### src/rtl/pool_pkg.sv
// Shared constants and width helpers for the pooling engine.
// Imported by the line buffer and the top level.
package pool_pkg;

  localparam logic POOL_MAX = 1'b0;
  localparam logic POOL_AVG = 1'b1;

  function automatic int clog2(input int v);
    int r;
    r = 0;
    while ((1 << r) < v) r++;
    return r;
  endfunction

  // Wide enough to hold the sum of a full P x P window.
  function automatic int acc_w(input int dw, input int p);
    return dw + 2 * clog2(p);
  endfunction

endpackage

### src/rtl/pool_line_buf.sv
// Per-window partial results carried between rows of a band.
// Synchronous write, combinational read, no reset on storage.
module pool_line_buf
  import pool_pkg::*;
#(
  parameter int DEPTH = 3,
  parameter int WIDTH = 10,
  parameter int AW    = 2
) (
  input  logic             clk,
  input  logic             i_we,
  input  logic [AW-1:0]    i_waddr,
  input  logic [WIDTH-1:0] i_wdata,
  input  logic [AW-1:0]    i_raddr,
  output logic [WIDTH-1:0] o_rdata
);

  logic [WIDTH-1:0] r_mem [DEPTH];

  always_ff @(posedge clk) begin
    if (i_we) r_mem[i_waddr] <= i_wdata;
  end

  assign o_rdata = r_mem[i_raddr];

endmodule

### src/rtl/pool_row_unit.sv
// P x P max/average pooling over a raster pixel stream.
// One pixel per enabled cycle, one result per complete window.
module pool_row_unit
  import pool_pkg::*;
#(
  parameter int DW    = 8,
  parameter int IMG_W = 6,
  parameter int IMG_H = 6,
  parameter int P     = 2
) (
  input  logic          clk,
  input  logic          master_rst,
  input  logic          ce,
  input  logic [DW-1:0] din,
  input  logic          avg_mode,
  output logic [DW-1:0] dout,
  output logic          op_en,
  output logic          end_op,
  output logic          busy
);

  localparam int LP    = clog2(P);
  localparam int ACC_W = acc_w(DW, P);
  localparam int OW    = IMG_W / P;
  localparam int OH    = IMG_H / P;
  localparam int CW    = clog2(IMG_W);
  localparam int RW    = clog2(IMG_H);
  localparam int WCW   = (clog2(OW) < 1) ? 1 : clog2(OW);

  localparam logic [CW:0] COL_LIM = (CW+1)'(OW * P);
  localparam logic [RW:0] ROW_LIM = (RW+1)'(OH * P);

  logic [CW-1:0]    r_col;
  logic [RW-1:0]    r_row;
  logic [ACC_W-1:0] r_acc;
  logic             r_mode;
  logic [DW-1:0]    r_dout;
  logic             r_op_en;
  logic             r_end_op;
  logic             r_busy;

  logic [LP-1:0]    w_cx;
  logic [LP-1:0]    w_ry;
  logic [WCW-1:0]   w_wc;
  logic             w_first;
  logic             w_mode;
  logic             w_active;
  logic             w_acc_en;
  logic             w_win_done;
  logic             w_lb_we;
  logic             w_frame_last;
  logic             w_last_win;
  logic [ACC_W-1:0] w_din_x;
  logic [ACC_W-1:0] w_base;
  logic [ACC_W-1:0] w_lbuf_rd;
  logic [ACC_W-1:0] w_comb;
  logic [DW-1:0]    w_res;

  assign w_cx     = r_col[LP-1:0];
  assign w_ry     = r_row[LP-1:0];
  assign w_wc     = WCW'(r_col >> LP);
  assign w_first  = (r_col == '0) && (r_row == '0);
  assign w_mode   = w_first ? avg_mode : r_mode;
  assign w_active = ({1'b0, r_col} < COL_LIM)
                 && ({1'b0, r_row} < ROW_LIM);

  assign w_acc_en   = ce & w_active;
  assign w_win_done = w_acc_en & (&w_cx) & (&w_ry);
  assign w_lb_we    = w_acc_en & (&w_cx) & ~(&w_ry);

  assign w_frame_last = (r_col == CW'(IMG_W - 1))
                     && (r_row == RW'(IMG_H - 1));
  assign w_last_win   = (r_col == CW'(OW * P - 1))
                     && (r_row == RW'(OH * P - 1));

  assign w_din_x = ACC_W'(din);
  assign w_base  = (w_cx == '0) ? w_lbuf_rd : r_acc;

  always_comb begin
    w_comb = w_din_x;
    if (!((w_cx == '0) && (w_ry == '0))) begin
      if (w_mode == POOL_AVG)
        w_comb = w_base + w_din_x;
      else
        w_comb = (w_base > w_din_x) ? w_base : w_din_x;
    end
  end

  // Average divides by P*P, i.e. drops the low 2*LP bits.
  assign w_res = (w_mode == POOL_AVG) ? w_comb[2*LP +: DW]
                                      : w_comb[DW-1:0];

  pool_line_buf #(
    .DEPTH (OW),
    .WIDTH (ACC_W),
    .AW    (WCW)
  ) u_lbuf (
    .clk     (clk),
    .i_we    (w_lb_we),
    .i_waddr (w_wc),
    .i_wdata (w_comb),
    .i_raddr (w_wc),
    .o_rdata (w_lbuf_rd)
  );

  always_ff @(posedge clk) begin
    if (master_rst) begin
      r_col <= '0;
      r_row <= '0;
    end else if (ce) begin
      if (r_col == CW'(IMG_W - 1)) begin
        r_col <= '0;
        if (r_row == RW'(IMG_H - 1)) r_row <= '0;
        else                         r_row <= r_row + 1'b1;
      end else begin
        r_col <= r_col + 1'b1;
      end
    end
  end

  always_ff @(posedge clk) begin
    if (master_rst) begin
      r_acc  <= '0;
      r_mode <= POOL_MAX;
    end else if (ce) begin
      if (w_first)  r_mode <= avg_mode;
      if (w_active) r_acc  <= w_comb;
    end
  end

  always_ff @(posedge clk) begin
    if (master_rst) begin
      r_dout   <= '0;
      r_op_en  <= 1'b0;
      r_end_op <= 1'b0;
      r_busy   <= 1'b0;
    end else begin
      r_op_en  <= w_win_done;
      r_end_op <= w_win_done & w_last_win;
      if (w_win_done) r_dout <= w_res;
      if (ce)         r_busy <= ~w_frame_last;
    end
  end

  assign dout   = r_dout;
  assign op_en  = r_op_en;
  assign end_op = r_end_op;
  assign busy   = r_busy;

endmodule
### config.mk
export PLATFORM = sky130hd
export DESIGN_NAME = pool_row_unit
export DESIGN_NICKNAME = d
export VERILOG_FILES = /design/src/rtl/pool_pkg.sv /design/src/rtl/pool_line_buf.sv /design/src/rtl/pool_row_unit.sv
export SDC_FILE = /design/constraint.sdc
export NUM_CORES = 1
export LEC_CHECK = 0
export CORE_MARGIN = 5
export CORE_UTILIZATION = 50
export CTS_BUF_LIST = sky130_fd_sc_hd__clkbuf_8
export CTS_CLUSTER_SIZE = 40
export DETAILED_ROUTE_END_ITERATION = 8
export PLACE_DENSITY_LB_ADDON = 0.05
export SYNTH_ARGS = -nofsm -noshare
export SYNTH_HDL_FRONTEND = slang
export SYNTH_HIERARCHICAL = 1
export SYNTH_SLANG_ARGS = --single-unit
export TNS_END_PERCENT = 100
### constraint.sdc
create_clock -name clk -period 5.8 [get_ports clk]
set_input_delay 0.87 -clock clk [delete_from_list [all_inputs] [get_ports clk]]
set_output_delay 0.87 -clock clk [all_outputs]
set_load 0.005 [all_outputs]
==> impl_metrics.json <==
{
  "drtIter0Drc": 172,
  "met2_length_um": 3490,
  "netlist_area_um2": 3370,
  "clockRootBuffer": "clkbuf_8",
  "htreeDepth": 3,
  "pin_count": 23,
  "min_to": "busy",
  "r2r_cells": 11,
  "die_area_um2": 8490,
  "start_kind": "flip-flop",
  "num_rows": 30,
  "cap_violations": 0,
  "tritoncts": "yes",
  "io_buffers": 22,
  "worstPathCellList": "mux2i_1 > o21ai_1 > mux2_2 > ha_1 > inv_1 > fa_1 > or2_2 > a221oi_1 > nor4b_1 > or4_1 > and3_1",
  "required_ps": 5860,
  "clk_latency_ps": 330,
  "crit_type": "reg2reg",
  "synth.most_common_cell": "nand2_1",
  "fin_setup_tns_ps": 0,
  "die_h_um": 92.1,
  "synthTopCellsByArea": "edfxtp_1 (27%), dfxtp_1 (17%), ha_1 (5.9%)",
  "drt-total-wl_um": 8140,
  "slowest_delay_ps": 890,
  "antenna_found_initial": 0,
  "fmax_mhz": 256,
  "area_delta_synth_final_pct": 12.5,
  "yosys-top-cells-count": "nand2_1 (31), edfxtp_1 (30), nor2_1 (30)",
  "diodes": 0,
  "yosys.area.top_type": "edfxtp_1",
  "wl_per_cell_um": 18.3,
  "ys_seq_area_share_pct": 43.3,
  "synthArstFlopShare_pct": 0,
  "fin_skew_ps": 6.59,
  "hold_path.class": "reg2reg",
  "wl_met1_um": 4000,
  "groute.usage.overall_pct": 20.0,
  "seqCellArea_um2": 1460,
  "synthCells": 340,
  "outcome": "finished clean",
  "multi_input_area_um2": 1740,
  "start_util_pct": 50.5,
  "peakVddDrop_mv": 0.106,
  "maxSlewViolCount": 0,
  "grt_max_degree": 31,
  "synth-seq-cells": 58,
  "grt_pass1_wl_um": 13100,
  "vias": 2682,
  "synth_cell_type_count": 63,
  "synth_edf_count": 30,
  "cts_hold_buffers": 0,
  "cp.arrival_ps": 3970,
  "ctsResizeCount": 0,
  "cts_setup_buffers": 0,
  "tightest_slew_ps": 921,
  "min_from": "busy",
  "fillCellCount": 608,
  "synth_nets": 369,
  "r2r_slack_ps": 1890,
  "worstPathMaxFanout": 18,
  "setup_viol": 0,
  "power_mw": 1.06,
  "slew-limit-headroom_pct": 38.5,
  "crit_slowest_cell": "dfxtp_1",
  "hold_violations": 0,
  "grt_pass1_vias": 2429,
  "die_width_um": 92.1,
  "leakagePower_nw": 1.36,
  "yosysWarningCount": 6,
  "min_period_ps": 3910,
  "placeableCoreArea_um2": 6680,
  "fin_crit_sh_pct": 67.4,
  "cp-startpoint": "r_col[1]",
  "gp_congestion": 1.02,
  "reg2reg_to": "u_lbuf/r_mem[0][8]",
  "vias_per_cell": 6.04,
  "globalRouteOverflowTotal": 0,
  "synth_top_area_share_pct": 26.7,
  "post-dp-hpwl_um": 6020,
  "num-nets-final": 388,
  "drt_drc_violations_left": 0,
  "clkTransAtPathRegs_ps": 70,
  "rsz0062_at_grt": "false",
  "ant_nets": 0,
  "drive_gt1_share_pct": 9.89,
  "numCtsBuffers": 9,
  "power_density_nw_per_um2": 281,
  "hold_depth": 2,
  "top_layer": "met4",
  "synthFlopType": "edfxtp_1",
  "r2r-start": "r_col[1]",
  "cts_sinks": 58,
  "cts.path.max_buffers": 2,
  "wl_met3_um": 400,
  "critical_path.endpoint_type": "flip-flop",
  "first_pass_iters": 4,
  "syn_area_per_cell_um2": 9.92
}
[power by group]
part	switching [mW]	internal, mW
sequential	0.0139	0.453
clock	0.157	0.188
combinational	0.153	0.0997
total	0.324	0.741
[cell families after synthesis]
group / synth area share, %
DFF: 43.3
adders and majority gates: 6.53
and+or+nand+nor: 17.8
AOI/OAI and AO/OA: 18.8
xor gates and xnor gates: 2.08
muxes: 6.53
buffers and inverters: 5.01
[layer usage]
metal | global-route usage [%] | vias to the layer above
li1 | - | 1310
met1 | 29.3 | 1255
met2 | 28.6 | 96
met3 | 2.71 | 21
met4 | 10.4 | 0
met5 | 0 | -
[registers in the layout, summed over array words and instances, names as in the netlist]
| name | flops |
|---|---|
| r_acc | 10 |
| dout | 8 |
| u_lbuf/r_mem | 30 |
| r_col | 3 |
| end_op | 1 |
| busy | 1 |
| r_row | 3 |
| r_mode | 1 |
| op_en | 1 |
[worst max path at each step]
stage | to | slack (ps) | depth (start not counted)
final | u_lbuf/r_mem[0][8] | 1890 | 11
after global routing | u_lbuf/r_mem[2][8] | 1590 | 11
after floorplan | u_lbuf/r_mem[0][2] | 2630 | 12
after CTS | u_lbuf/r_mem[0][8] | 1840 | 11
after detailed placement | u_lbuf/r_mem[0][8] | 1860 | 11
after global placement | u_lbuf/r_mem[2][8] | 1920 | 11
[through the flow]
stage	hold slack [ps]	instance area [um2]	util [%]	instances	worst slack, ps
after floorplan	446	3370	-	340	2630
after global routing	504	3790	56.8	444	1590
after global placement	465	3600	53.9	428	1920
after detailed placement	466	3600	53.9	428	1860
final	476	3790	56.8	444	1890
after CTS	477	3790	56.8	444	1840
[critical path, delay by kind of cell, from the launching register on]
kind | cells | cell delay, ps
buffers and inverters | 1 | 50
and+or+nand+nor | 4 | 1160
muxes | 2 | 400
DFF | 1 | 890
AOI/OAI and AO/OA | 2 | 560
adders and majority gates | 2 | 570
[final cells by class]
cell class	instances	area share, %
clock buffer	12	4.35
clock inverter	4	0.660
inverter	17	1.68
multi-input combinational	249	45.9
sequential	58	38.5
tap	80	2.64
timing repair buffer	24	6.20
[placed cells by master (no fill, tap or decap), drive strengths merged, types with 8 or more instances in the layout]
cell,netlist,layout
ha,16,16
clkbuf,6,12
inv,17,17
mux2,8,8
dfxtp,28,28
nand2,31,31
nor2,31,31
mux2i,13,13
clkdlybuf4s50,0,22
a21oi,15,15
edfxtp,30,30
o21ai,15,15
(Power assumes the default switching activity.)
